<file path="src/rtl/io_replay.sv">
// io_replay: replays saved paging/border state into the port decoder
// as Z80-style I/O write cycles on the CPU-side bus.
module io_replay #(
    parameter int T_SETUP  = 2,
    parameter int T_STROBE = 4,
    parameter int T_HOLD   = 2
) (
    input  logic        clk28,
    input  logic        rst_n,
    input  logic        start,
    input  logic [3:0]  en,
    input  logic [7:0]  val_fe,
    input  logic [7:0]  val_7ffd,
    input  logic [7:0]  val_dffd,
    input  logic [7:0]  val_1ffd,
    input  logic        bus_grant,
    output logic        bus_req,
    output logic        bus_own,
    output logic [15:0] io_a,
    output logic [7:0]  io_d,
    output logic        io_ioreq,
    output logic        io_wr,
    output logic        busy,
    output logic        done
);

    localparam int TM1  = (T_SETUP > T_STROBE) ? T_SETUP : T_STROBE;
    localparam int TMAX = (TM1 > T_HOLD) ? TM1 : T_HOLD;
    localparam int CW   = $clog2(TMAX + 1);

    localparam logic [CW-1:0] LD_SETUP  = CW'(T_SETUP - 1);
    localparam logic [CW-1:0] LD_STROBE = CW'(T_STROBE - 1);
    localparam logic [CW-1:0] LD_HOLD   = CW'(T_HOLD - 1);

    typedef enum logic [2:0] {
        IDLE,
        REQ,
        SETUP,
        STROBE,
        HOLD,
        DONE
    } state_t;

    state_t        state_q, state_d;
    logic [2:0]    idx_q, idx_d;
    logic [CW-1:0] cnt_q, cnt_d;
    logic [3:0]    en_q, en_d;
    logic [7:0]    fe_q, fe_d;
    logic [7:0]    p7_q, p7_d;
    logic [7:0]    pd_q, pd_d;
    logic [7:0]    p1_q, p1_d;

    logic          req_q, req_d;
    logic          own_q, own_d;
    logic [15:0]   a_q, a_d;
    logic [7:0]    dat_q, dat_d;
    logic          stb_q, stb_d;
    logic          busy_q, busy_d;
    logic          done_q, done_d;

    logic [3:0]    first_hit;
    logic [3:0]    next_hit;
    logic [23:0]   ent;

    // Entry 0 and 2 both target DFFD, so en[2] gates two list slots.
    function automatic logic [3:0] find(
        input logic [3:0] e,
        input logic [2:0] from
    );
        logic [4:0] m;
        m = {e[0], e[3], e[2], e[1], e[2]};
        find = 4'b0000;
        for (int i = 4; i >= 0; i--) begin
            if (i >= int'(from) && m[i]) begin
                find = {1'b1, 3'(i)};
            end
        end
    endfunction

    function automatic logic [23:0] entry(
        input logic [2:0] i,
        input logic [7:0] fe,
        input logic [7:0] p7,
        input logic [7:0] pd,
        input logic [7:0] p1
    );
        unique case (i)
            3'd0:    entry = {16'hDFFD, pd | 8'h10};
            3'd1:    entry = {16'h7FFD, p7};
            3'd2:    entry = {16'hDFFD, pd};
            3'd3:    entry = {16'h1FFD, p1};
            3'd4:    entry = {16'h00FE, fe};
            default: entry = 24'h0;
        endcase
    endfunction

    assign first_hit = find(en, 3'd0);
    assign next_hit  = find(en_q, idx_q + 3'd1);

    always_comb begin
        state_d = state_q;
        idx_d   = idx_q;
        cnt_d   = cnt_q;
        en_d    = en_q;
        fe_d    = fe_q;
        p7_d    = p7_q;
        pd_d    = pd_q;
        p1_d    = p1_q;

        unique case (state_q)
            IDLE: begin
                if (start) begin
                    if (!first_hit[3]) begin
                        state_d = DONE;
                    end else begin
                        en_d    = en;
                        fe_d    = val_fe;
                        p7_d    = val_7ffd;
                        pd_d    = val_dffd;
                        p1_d    = val_1ffd;
                        idx_d   = first_hit[2:0];
                        state_d = REQ;
                    end
                end
            end
            REQ: begin
                if (bus_grant) begin
                    state_d = SETUP;
                    cnt_d   = LD_SETUP;
                end
            end
            SETUP: begin
                if (!bus_grant) begin
                    state_d = REQ;
                end else if (cnt_q == '0) begin
                    state_d = STROBE;
                    cnt_d   = LD_STROBE;
                end else begin
                    cnt_d = cnt_q - CW'(1);
                end
            end
            // Grant is deliberately not looked at: a strobe always runs out.
            STROBE: begin
                if (cnt_q == '0) begin
                    state_d = HOLD;
                    cnt_d   = LD_HOLD;
                end else begin
                    cnt_d = cnt_q - CW'(1);
                end
            end
            HOLD: begin
                if (cnt_q != '0) begin
                    cnt_d = cnt_q - CW'(1);
                end else if (next_hit[3]) begin
                    idx_d = next_hit[2:0];
                    if (bus_grant) begin
                        state_d = SETUP;
                        cnt_d   = LD_SETUP;
                    end else begin
                        state_d = REQ;
                    end
                end else begin
                    state_d = DONE;
                end
            end
            DONE: begin
                state_d = IDLE;
            end
            default: begin
                state_d = IDLE;
            end
        endcase
    end

    // Outputs are computed from the next state so they come out registered.
    always_comb begin
        own_d  = (state_d == SETUP) || (state_d == STROBE)
              || (state_d == HOLD);
        req_d  = own_d || (state_d == REQ);
        stb_d  = (state_d == STROBE);
        busy_d = (state_d != IDLE);
        done_d = (state_d == DONE);
        ent    = entry(idx_d, fe_d, p7_d, pd_d, p1_d);
        a_d    = 16'h0000;
        dat_d  = 8'h00;
        if (own_d) begin
            a_d   = ent[23:8];
            dat_d = ent[7:0];
        end
    end

    always_ff @(posedge clk28 or negedge rst_n) begin
        if (!rst_n) begin
            state_q <= IDLE;
            idx_q   <= 3'd0;
            cnt_q   <= '0;
            en_q    <= 4'h0;
            fe_q    <= 8'h00;
            p7_q    <= 8'h00;
            pd_q    <= 8'h00;
            p1_q    <= 8'h00;
            req_q   <= 1'b0;
            own_q   <= 1'b0;
            a_q     <= 16'h0000;
            dat_q   <= 8'h00;
            stb_q   <= 1'b0;
            busy_q  <= 1'b0;
            done_q  <= 1'b0;
        end else begin
            state_q <= state_d;
            idx_q   <= idx_d;
            cnt_q   <= cnt_d;
            en_q    <= en_d;
            fe_q    <= fe_d;
            p7_q    <= p7_d;
            pd_q    <= pd_d;
            p1_q    <= p1_d;
            req_q   <= req_d;
            own_q   <= own_d;
            a_q     <= a_d;
            dat_q   <= dat_d;
            stb_q   <= stb_d;
            busy_q  <= busy_d;
            done_q  <= done_d;
        end
    end

    assign bus_req  = req_q;
    assign bus_own  = own_q;
    assign io_a     = a_q;
    assign io_d     = dat_q;
    assign io_ioreq = stb_q;
    assign io_wr    = stb_q;
    assign busy     = busy_q;
    assign done     = done_q;

endmodule
</file>
<file path="config.mk">
export PLATFORM = sky130hd
export DESIGN_NAME = io_replay
export DESIGN_NICKNAME = d
export VERILOG_FILES = /design/src/rtl/io_replay.sv
export SDC_FILE = /design/constraint.sdc
export NUM_CORES = 1
export LEC_CHECK = 0
export ABC_AREA = 1
export BUFFER_PORTS_ARGS = -buffer_cell sky130_fd_sc_hd__buf_2
export CAP_MARGIN = 10
export CORE_ASPECT_RATIO = 2
export CORE_UTILIZATION = 43
export DETAILED_ROUTE_END_ITERATION = 8
export PLACE_DENSITY = 0.63
export SYNTH_ARGS = -nofsm -noshare
export SYNTH_HDL_FRONTEND = slang
export SYNTH_SLANG_ARGS = --single-unit
</file>
<file path="constraint.sdc">
create_clock -name clk28 -period 2.9 [get_ports clk28]
set_input_delay 0.87 -clock clk28 [delete_from_list [all_inputs] [get_ports clk28]]
set_output_delay 0.87 -clock clk28 [all_outputs]
set_load 0.02 [all_outputs]
</file>
==> qor.yml <==
first_pass_iters: 5
drive_gt1_frac: 0.333
route.met3.wl_um: 285
status: "finished clean"
htree_num_levels: 3
cp_max_fo: 14
nNetsFinal: 479
met1_length_um: 2660
port_buffers: 69
dieArea_mm2: 0.00805
path_class: "flip-flop to flip-flop"
cts_buffer_depth: 2
detailed_place_hpwl_um: 5820
placed_area_mm2: 0.00368
clk_latency_ps: 330
grt_pass1_vias: 2742
cts.sinks: 64
yosysTopAreaCell: "dfrtp_1"
cts.repair.resized: 0
slew_headroom: 0.574
hold_path_depth: 1
holdBufCountCts: 0
grtUsageTotal: 0.210
cpLargestDelayFamily: "simple AND/OR/NAND/NOR gates"
fin_worst_skew_ps: 3.40
syn_area_per_cell_um2: 8.96
dr_wl_met2_um: 4470
cts_tree: "yes"
synthesis.area_mm2: 0.00330
cp.arrival_ps: 2790
insertedDiodeCount: 0
die_h_um: 126
wl_per_cell_um: 14.2
initial_core_util: 0.450
synth-edff-count: 0
hold_class: "flip-flop to flip-flop"
drtIter0Drc: 95
yosys-top-cells-area: "dfrtp_1 (49%), mux2_2 (7.2%), nand3_1 (5.6%), inv_1 (5.6%), nand2_1 (5.0%)"
period_share: 0.888
cp_num_cells: 17
antenna_left: 0
area_delta_synth_final_pct: 20.0
ys_ff_latch: 64
tns_ps: 0
antenna_found_initial: 0
via_count: 2605
worst_pin_slew_ps: 639
clockRootBuffer: "clkbuf_16"
crit_required_ps: 3120
dpl_worst_slack_ps: 253
yosysMostFrequentCell: "dfrtp_1"
synth.distinct_cells: 33
grt_pass1_wl_um: 12700
finalSetupViolCount: 0
wirelength_um: 7550
synth_top_area_share: 0.486
layout_setup_ws_ps: 324
stdcell_area_mm2: 0.00396
powerDensity_mw_per_mm2: 1250
row_count: 44
crit_buf_inv: 2
grt_max_degree: 50
synth_common_cells: "dfrtp_1 (64), inv_1 (49), nand2_1 (44), nor2_1 (44), nand3_1 (37)"
end_kind: "flip-flop"
core_area_mm2: 0.00732
rr_worst_depth: 17
p_leak_nw: 2.08
yosysSeqAreaShare: 0.486
ios: 70
viasPerCell: 4.91
ys_async_sr_fraction: 1.00
top_layer: "met4"
slowest_stage: "dfrtp_1"
synthCells: 368
dieWidth_um: 63.9
clk_pin_slew_worst_paths_ps: 60
hold_viol_final: 0
synth.yosys.warnings: 0
finalPower_mw: 4.94
synth_nets: 413
slowest_delay_ps: 480
vdd_drop_max_mv: 0.565
synth_ff_type: "dfrtp_1"
slew_violations: 0
cts_buffers: 9
min_period_ps: 2580
path_cells: "inv_1 > ha_1 > nor2_1 > nand2_1 > nand3_2 > nand2_2 > nor2_4 > nand2_4 > nand2_4 > nand2_2 > nand3_2 > nand3_2 > buf_4 > nand3_1 > nand3_1 > nor2_1 > nor2_1"
crit_path_start_kind: "flip-flop"
grt.overflow.total: 0
drv_cap: 0
whs_ps: 496
gp_congestion: 0.837
post-cts-setup-buffers: 0
fmax_ghz: 0.388
rsz0062_at_grt: "no"
drc_errors: 0
[cells by family after synthesis]
family          after synthesis  synth area share
flops                        64             0.486
fa+ha+maj                     5            0.0190
xor+xnor                      1           0.00266
mux                          23            0.0785
buf+inv                      81             0.113
compound gates               35            0.0599
simple gates                159             0.241
[layer usage]
metal | GRT usage | vias to the layer above
li1 | - | 1293
met1 | 0.204 | 1248
met2 | 0.412 | 53
met3 | 0.0408 | 11
met4 | 0.0842 | 0
met5 | 0 | -
[registers in the layout, indices dropped and copies added (netlist names)]
signal    count
fe_q          8
io_d          8
p1_q          8
p7_q          8
pd_q          8
io_a          6
en_q          4
cnt_q         3
idx_q         3
state_q       3
bus_own       1
bus_req       1
busy          1
done          1
io_ioreq      1
[worst paths after layout]
kind | startpoint | endpoint | slack [ps]
max | idx_q[1] | io_d[1] | 320
min | pd_q[0] | pd_q[0] | 500
max reg2reg | idx_q[1] | io_d[1] | 320
min reg2reg | pd_q[0] | pd_q[0] | 500
max in group asynchronous | rst_n | pd_q[6] | 1720
min in group asynchronous | rst_n | busy | 560
[placed cells by master (no fill, tap or decap), types with 2 or more instances in the layout]
cell / count
nand2_4: 4
nor2_2: 3
mux2_2: 21
clkbuf_16: 9
buf_4: 3
nand2_1: 44
o21ai_1: 7
ha_1: 5
nor2_4: 5
nor2_1: 44
inv_2: 9
a31oi_1: 2
nand4_1: 3
nand3_1: 37
o21ai_0: 14
nor4_1: 2
clkinv_2: 2
nor3_1: 3
inv_1: 49
a21oi_1: 7
buf_2: 69
buf_12: 2
mux2_1: 2
nand3_2: 4
dfrtp_1: 64
nand2_2: 9
clkinv_1: 4
clkinvlp_4: 3
[report_power, final]
part	switching [mW]	total, mW	internal [mW]
sequential	0.167	1.45	1.28
combinational	1.64	2.51	0.879
clock	0.380	0.978	0.597
[cell type report]
cell class / instances / area (µm²)
clock buffer: 11 / 243
clock inverter: 5 / 32.5
fill: 691 / 3370
inverter: 62 / 233
multi-input combinational: 223 / 1320
sequential: 64 / 1600
tap: 92 / 115
timing repair buffer: 74 / 408
[per-stage QoR]
stage | instances | utilization
final | 531 | 0.540
after global routing | 531 | 0.540
after CTS | 531 | 0.540
after detailed placement | 515 | 0.503
after global placement | 515 | 0.503
after floorplan | 368 | -
No activity file was read; power rests on OpenSTA's default activity.
